### src/rtl/varredura_display.sv
// Four-digit multiplexed seven-segment scanner: per-scan snapshot, leading-zero
// blanking, and a blank guard interval at the start of every digit slot.
module varredura_display #(
    parameter int unsigned DIVISOR = 50000,
    parameter int unsigned GUARDA  = 2
) (
    input  logic        clock_inicial,
    input  logic        reset,
    input  logic [15:0] valor,
    input  logic [3:0]  pontos,
    input  logic        apagar_zeros,
    output logic [3:0]  an,
    output logic        a,
    output logic        b,
    output logic        c,
    output logic        d,
    output logic        e,
    output logic        f,
    output logic        g,
    output logic        dp
);

    localparam int unsigned NW = $clog2(DIVISOR);

    if (DIVISOR < 4 || GUARDA < 1 || GUARDA >= DIVISOR) begin : g_param_check
        $error("varredura_display: invalid DIVISOR/GUARDA");
    end

    logic [NW-1:0] r_n;
    logic [1:0]    r_i;
    logic [15:0]   r_valor;
    logic [3:0]    r_pontos;
    logic          r_apagar;
    logic [3:0]    r_an;
    logic [6:0]    r_seg;
    logic          r_dp;

    logic          w_last;
    logic          w_scan_start;
    logic [3:0]    w_digit;
    logic          w_blank_digit;
    logic          w_active;
    logic [6:0]    w_lit;
    logic [3:0]    w_an;
    logic [6:0]    w_seg;
    logic          w_dp;

    assign w_last       = (r_n == NW'(DIVISOR - 1));
    assign w_scan_start = (r_n == '0) && (r_i == 2'd0);
    assign w_digit      = r_valor[{r_i, 2'b00} +: 4];

    // A digit is blanked when it and every digit above it are zero; digit 0 always shows.
    always_comb begin
        w_blank_digit = 1'b0;
        case (r_i)
            2'd1:    w_blank_digit = r_apagar && (r_valor[15:4]  == 12'h000);
            2'd2:    w_blank_digit = r_apagar && (r_valor[15:8]  == 8'h00);
            2'd3:    w_blank_digit = r_apagar && (r_valor[15:12] == 4'h0);
            default: w_blank_digit = 1'b0;
        endcase
    end

    // Lit-segment pattern, bit order {a,b,c,d,e,f,g}.
    always_comb begin
        w_lit = 7'b0000000;
        case (w_digit)
            4'h0:    w_lit = 7'b1111110;
            4'h1:    w_lit = 7'b0110000;
            4'h2:    w_lit = 7'b1101101;
            4'h3:    w_lit = 7'b1111001;
            4'h4:    w_lit = 7'b0110011;
            4'h5:    w_lit = 7'b1011011;
            4'h6:    w_lit = 7'b1011111;
            4'h7:    w_lit = 7'b1110000;
            4'h8:    w_lit = 7'b1111111;
            4'h9:    w_lit = 7'b1111011;
            4'hA:    w_lit = 7'b1110111;
            4'hB:    w_lit = 7'b0011111;
            4'hC:    w_lit = 7'b1001110;
            4'hD:    w_lit = 7'b0111101;
            4'hE:    w_lit = 7'b1001111;
            default: w_lit = 7'b1000111;
        endcase
    end

    assign w_active = (r_n >= NW'(GUARDA)) && !w_blank_digit;

    always_comb begin
        w_an  = 4'hF;
        w_seg = 7'h7F;
        w_dp  = 1'b1;
        if (w_active) begin
            w_an  = ~(4'b0001 << r_i);
            w_seg = ~w_lit;
            w_dp  = ~r_pontos[r_i];
        end
    end

    always_ff @(posedge clock_inicial or posedge reset) begin
        if (reset) begin
            r_n      <= '0;
            r_i      <= 2'd0;
            r_valor  <= 16'h0000;
            r_pontos <= 4'h0;
            r_apagar <= 1'b0;
            r_an     <= 4'hF;
            r_seg    <= 7'h7F;
            r_dp     <= 1'b1;
        end else begin
            r_n <= w_last ? '0 : r_n + NW'(1);
            if (w_last) begin
                r_i <= r_i + 2'd1;
            end
            if (w_scan_start) begin
                r_valor  <= valor;
                r_pontos <= pontos;
                r_apagar <= apagar_zeros;
            end
            r_an  <= w_an;
            r_seg <= w_seg;
            r_dp  <= w_dp;
        end
    end

    assign an = r_an;
    assign a  = r_seg[6];
    assign b  = r_seg[5];
    assign c  = r_seg[4];
    assign d  = r_seg[3];
    assign e  = r_seg[2];
    assign f  = r_seg[1];
    assign g  = r_seg[0];
    assign dp = r_dp;

endmodule

### config.mk
export PLATFORM = sky130hd
export DESIGN_NAME = varredura_display
export DESIGN_NICKNAME = d
export VERILOG_FILES = /design/src/rtl/varredura_display.sv
export SDC_FILE = /design/constraint.sdc
export NUM_CORES = 1
export LEC_CHECK = 0
export BUFFER_PORTS_ARGS = -buffer_cell sky130_fd_sc_hd__buf_2
export CAP_MARGIN = 20
export CORE_ASPECT_RATIO = 0.7
export CORE_UTILIZATION = 40
export DETAILED_ROUTE_END_ITERATION = 10
export GPL_TIMING_DRIVEN = 0
export PLACE_DENSITY_LB_ADDON = 0.25
export SYNTH_ARGS = -nofsm -noshare
export SYNTH_HDL_FRONTEND = slang
export SYNTH_SLANG_ARGS = --single-unit
export TNS_END_PERCENT = 10
### constraint.sdc
create_clock -name clock_inicial -period 2.8 [get_ports clock_inicial]
set_clock_uncertainty 0.05 [all_clocks]
set_input_delay 0.14 -clock clock_inicial [delete_from_list [all_inputs] [get_ports clock_inicial]]
set_output_delay 0.14 -clock clock_inicial [all_outputs]
set_load 0.02 [all_outputs]
==> impl_results.md, run 1 <==
* Rel. slew slack at 75.3%
* Required @ worst endpoint at 2.96 ns
* H-tree depth at 2
* Postcts setup bufs at 0
* Sequential cell area at 1290 µm²
* Tot Pwr at 1.38 mW
* Worst setup path class: register to register
* Switching power total at 318 µW
* Die area at 6960 µm²
* Post-Synthesis Cells at 212
* Max-cap violations at 0
* Comb pwr share at 9.6%
* Area of the multi-input gates at 1240 µm²
* RR Startpoint: r_i[0]
* CTS Buf Count at 5
* Initial Util at 42.0%
* Post-DP HPWL at 3790 µm
* Placer Congestion at 0.757
* Final Critical Period at 2.41 ns
* CP Capture Point: r_seg[0]
* Vias at 1714
* Int Power at 1.06 mW
* Reg power frac at 56.8%
* DRT Pass-1 Iters at 4
* Synth Register Bits at 51
* Post-route non-filler standard cell count at 335
* Synth Cell Area at 2650 µm²
* R2R cell count at 7
* Most frequent cells in the layout: 39 x dfrtp_1, 35 x buf_2, 21 x mux2_4
* RSZ-0062 raised after global routing: false
* EDFF count, synth at 0
* Least-Margin Pin Slew at 0.361 ns
* Area after DPL at 2940 µm²
* Worst setup margin at 0.388 ns
* Sw Share at 23.1%
* Worst path arrival time at 2.57 ns
* Final ANT Viol Nets at 0
* Inst Count DP at 325
* Share of layout cells above drive strength 1 at 35.0%
* Hold slack at 0.0124 ns
* Drt drc at 0
* Die width at 99.3 µm
* Hold Vio Cnt, Final at 0
* Clock share of power at 33.6%
* Synth unique cells at 39
* Area grow syn2layout at 15.4%
* Die Y at 70.1 µm
* CTS Buffer Depth at 2
* Io pins at 35
* Status: finished, final reports clean
* Place WS at 0.178 ns
* N_diodes at 0
* Final setup TNS at 0 ns
* CTS tree: yes
* Top FF cell, synth: dfrtp_1
* Sequential share of the synthesized area at 48.7%
* Reg2Reg Setup Slack at 0.39 ns
* Vias in the first global route at 1682
* P_leak at 1.38 nW
* Final net count at 293
* Wire length of the first global-routing pass at 8700 µm
* Via density at 5.12
* R2r endpoint: r_seg[0]
* Initial DRC Count at 35
* Later-pin clock latency in the skew report at 0.30 ns
* CP startpoint kind: register
* TritonCTS Sinks at 51
* Worst VDD drop at 0.000200 V
* IO buf count at 34
* Synth warnings at 0
* Routed WL at 5250 µm
* Syn_nets at 249
* Antenna violations before repair at 0
* Core Util, Final at 48.5%
* Syn avg cell area at 12.5 µm²
* Worst Path Max Fanout at 10
* Beginning of the critical path: r_i[0]
* Fmax at 415 MHz
* Design Area, Final at 3060 µm²
* Slew Limit Fails at 0
* Reg clk slew, reported paths at 0.09 ns
* Period utilization at 86.2%
* Routed len/inst at 15.7 µm
* Core Rows at 24
* Ys async rst share at 100%
* Total gr overflow at 0
* Most common cell after layout, fill and taps aside: dfrtp_1
* # setup viols final at 0
* Core Region at 6310 µm²
* Pwr Density at 450 nW/µm²
* Largest net degree at the start of global routing at 37
* Fillers at 580
* GRT Overall Usage at 16.8%
* Root buf cell: clkbuf_8
* Worst min-delay path class: primary input to register
* Critical Path End Type: register
==> state kept, by name, summed over array words and instances (netlist names) <==
| signal | count |
|---|---|
| r_n | 16 |
| r_valor | 16 |
| r_seg | 7 |
| an | 4 |
| r_pontos | 4 |
| r_i | 2 |
| dp | 1 |
| r_apagar | 1 |
==> repair_timing <==
action | 4_1_cts | 5_1_grt
gates resized for setup | 0 | 2
hold endpoints to repair | 9 | 0
hold buffers | 2 | 0
endpoints found under the setup margin | 0 | 5
==> how the worst min path moves through the flow <==
stage / depth (start not counted) / to / startpoint
2_1_floorplan: 1 / r_apagar / apagar_zeros
3_3_place_gp: 2 / r_valor[5] / valor[5]
3_5_place_dp: 2 / r_pontos[2] / reset
4_1_cts: 2 / r_valor[5] / valor[5]
5_1_grt: 2 / r_valor[4] / valor[4]
6_report: 2 / r_valor[5] / valor[5]
==> critical path, stage by stage, from the launching register on <==
cell      delay, ns
dfrtp_1        0.57
inv_1          0.25
ha_1           0.29
o21ai_0        0.20
a21oi_1        0.10
a21oi_1        0.34
clkbuf_2       0.33
o221ai_1       0.18
==> kinds of logic (layout without fill, tap and decap cells) <==
group,after synthesis,count (layout),synth area share [%]
buffers and inverters,18,63,4.34
muxes,36,36,19.2
and+or+nand+nor,62,62,11.8
AOI/OAI and AO/OA,17,17,4.67
DFF,51,51,48.7
xor gates and xnor gates,14,14,4.63
adders and majority gates,14,14,6.61
==> synth_stat cells, types with 2 or more instances <==
library cell,number,area share (%)
xnor2_1,10,3.3
nor3_1,5,0.94
ha_1,14,6.6
dfstp_2,12,12
nor2_1,14,2.0
inv_1,12,1.7
buf_12,2,1.5
and3_1,3,0.71
nand3b_1,2,0.57
nand2_1,17,2.4
mux4_2,2,1.7
o21ai_0,2,0.38
a21oi_1,3,0.57
nand3_1,9,1.7
xor2_1,4,1.3
o311ai_1,3,0.99
mux2_2,2,0.85
mux2_4,21,12
mux2i_1,10,3.8
o221ai_1,4,1.3
o211ai_1,2,0.57
nor4_1,4,0.94
dfrtp_1,39,37
==> final cells by class <==
cell class	instances	share of cell area, %
clock buffers	8	3.27
multi-input cells	143	40.7
plain buffers	6	2.33
flip-flops and latches	51	42.2
well taps	78	3.19
inverters	12	1.47
repair buffers	37	6.87
==> metal layers <==
| layer | global-route usage (%) | part of all wire [%] | wire length, µm |
|---|---|---|---|
| met5 | 0 | 0 | 0 |
| met4 | 5.88 | 1.4 | 74 |
| met2 | 21.8 | 39 | 2020 |
| met3 | 4.30 | 4.5 | 236 |
| met1 | 26.3 | 56 | 2920 |
==> power by group through the flow <==
stage                     Sequential, mW  Clock [mW]  Combinational [mW]
after floorplan                    0.806           0              0.0737
after global placement             0.796           0               0.126
after detailed placement           0.796           0               0.130
after CTS                          0.783       0.481               0.133
after global routing               0.786       0.501               0.146
final                              0.782       0.463               0.132
No activity file was read; power rests on OpenSTA's default activity.
==> run 2: changes to the inputs <==
- CELL_PAD_IN_SITES_DETAIL_PLACEMENT: unset -> 1
- CELL_PAD_IN_SITES_GLOBAL_PLACEMENT: unset -> 1
==> impl_results.md, run 2 (synthesis results as in run 1) <==
* H-tree depth at 2 (unchanged)
* Routed WL at 5700 µm (+8.7%)
* Max-cap violations at 0 (unchanged)
* Post-route non-filler standard cell count at 335 (unchanged)
* Area grow syn2layout at 14.7%
* Postcts setup bufs at 0 (unchanged)
* Die Y at 70.1 µm (unchanged)
* Routed len/inst at 17.0 µm (+8.7%)
* Die area at 6960 µm² (unchanged)
* Least-Margin Pin Slew at 0.472 ns (+0.112 ns)
* Most frequent cells in the layout: 39 x dfrtp_1, 35 x buf_2, 21 x mux2_4
* Share of layout cells above drive strength 1 at 34.2% (-0.78 points)
* Antenna violations before repair at 0 (unchanged)
* Core Rows at 24 (unchanged)
* P_leak at 1.37 nW (-0.85%)
* Inst Count DP at 325 (unchanged)
* Final setup TNS at 0 ns (unchanged)
* Final Critical Period at 2.54 ns (+0.130 ns)
* RSZ-0062 raised after global routing: false
* Post-DP HPWL at 4420 µm (+16%)
* Period utilization at 90.8% (+4.6 points)
* TritonCTS Sinks at 51 (unchanged)
* Later-pin clock latency in the skew report at 0.31 ns (about the same)
* Sequential cell area at 1290 µm² (unchanged)
* Wire length of the first global-routing pass at 9720 µm (+12%)
* Beginning of the critical path: r_i[0]
* CTS Buf Count at 5 (unchanged)
* Area of the multi-input gates at 1240 µm² (unchanged)
* IO buf count at 34 (unchanged)
* Hold Vio Cnt, Final at 0 (unchanged)
* RR Startpoint: r_i[0]
* GRT Overall Usage at 18.2% (+1.5 points)
* Final ANT Viol Nets at 0 (unchanged)
* Status: finished, final reports clean
* Initial DRC Count at 75 (+110%)
* Vias at 1744 (+1.8%)
* Final net count at 293 (unchanged)
* Total gr overflow at 0 (unchanged)
* Io pins at 35 (unchanged)
* Reg clk slew, reported paths at 0.10 ns (about the same)
* Biggest registers after layout: r_n x16, r_valor x16, r_seg x7
* Drt drc at 0 (unchanged)
* Core Util, Final at 48.2% (-0.32 points)
* Most common cell after layout, fill and taps aside: dfrtp_1
* Via density at 5.21 (+1.8%)
* DRT Pass-1 Iters at 4 (unchanged)
* Worst path arrival time at 2.70 ns (+0.13 ns)
* # setup viols final at 0 (unchanged)
* Hold Startpoint: valor[0]
* Worst min-delay path class: primary input to register
* CP startpoint kind: register
* Die width at 99.3 µm (unchanged)
* Worst setup path class: register to register
* Rel. slew slack at 68.5% (-6.8 points)
* Vias in the first global route at 1825 (+8.5%)
* Largest net degree at the start of global routing at 36 (-2.7%)
* Worst VDD drop at 0.000224 V (+12%)
* Placer Congestion at 0.748 (-1.2%)
* Slew Limit Fails at 0 (unchanged)
* Worst Path Max Fanout at 10 (unchanged)
* Core Region at 6310 µm² (unchanged)
* CTS tree: yes
* N_diodes at 0 (unchanged)
* Required @ worst endpoint at 2.95 ns (about the same)
* Critical Path End Type: register
* Fmax at 393 MHz (-5.1%)
* Initial Util at 42.0% (unchanged)
* CTS Buffer Depth at 2 (unchanged)
* Pwr Density at 438 nW/µm² (-2.8%)
* Root buf cell: clkbuf_8
* Fillers at 684 (+18%)
## run 2: cell count changes in the layout (fill, tap and decap cells not counted)
cell      previous run  this run
clkbuf_1             1         3
clkbuf_8             8         6
clkbuf_2             1         0
clkinv_2             0         1
## run 2: metal layers
| layer | vias up | track usage (%) | share of wire, % |
|---|---|---|---|
| li1 | 831 | - | - |
| met1 | 867 | 28.3 | 54 |
| met2 | 44 | 26.5 | 41 |
| met3 | 2 | 3.80 | 4.3 |
| met4 | 0 | 2.94 | 0.16 |
| met5 | - | 0 | 0 |
## run 2: report_power, final
group	internal [mW]	leakage (nW)	switching, mW
clock network	0.176	0.0422	0.237
logic	0.0650	0.719	0.0676
registers	0.768	0.607	0.0165
total	1.01	1.37	0.321
## run 2: what timing repair did
action,in CTS,in global routing
hold buffers,1,1
endpoints found under the hold margin,6,1
gates resized for setup,0,0
## run 2: final timing paths
kind | to | slack (ns) | depth (start not counted)
min reg2reg | r_n[7] | 0.45 | 1
max reg2reg | r_seg[1] | 0.26 | 7
max | r_seg[1] | 0.26 | 7
max in group asynchronous | an[0] | 1.81 | 4
min in group asynchronous | r_pontos[2] | 0.30 | 3
min | r_valor[0] | 0.01 | 2
## run 2: area by class of cell
| cell class | instances | share of cell area [%] |
|---|---|---|
| sequential | 51 | 42.5 |
| tap | 78 | 3.21 |
| clock buffer | 7 | 2.51 |
| inverter | 12 | 1.48 |
| timing repair buffer | 37 | 6.92 |
| multi-input combinational | 143 | 40.9 |
| buffer | 6 | 2.31 |
| clock inverter | 1 | 0.165 |
## run 2: per-stage QoR
step	cell area (µm²)	hold slack (ns)	power, mW	setup slack, ns
after global routing	3040	0.00716	1.39	0.104
after floorplan	2650	0.238	0.880	0.706
after detailed placement	2940	0.101	0.931	0.305
after global placement	2920	0.321	0.921	0.303
after CTS	3030	0.00685	1.35	0.244
final	3040	0.0110	1.33	0.258
## run 2: critical path: stages, from the launching register on
cell	delay [ns]
dfrtp_1	0.57
inv_1	0.24
ha_1	0.29
o21ai_0	0.18
a21oi_1	0.10
a21oi_1	0.33
clkbuf_1	0.43
o221ai_1	0.24
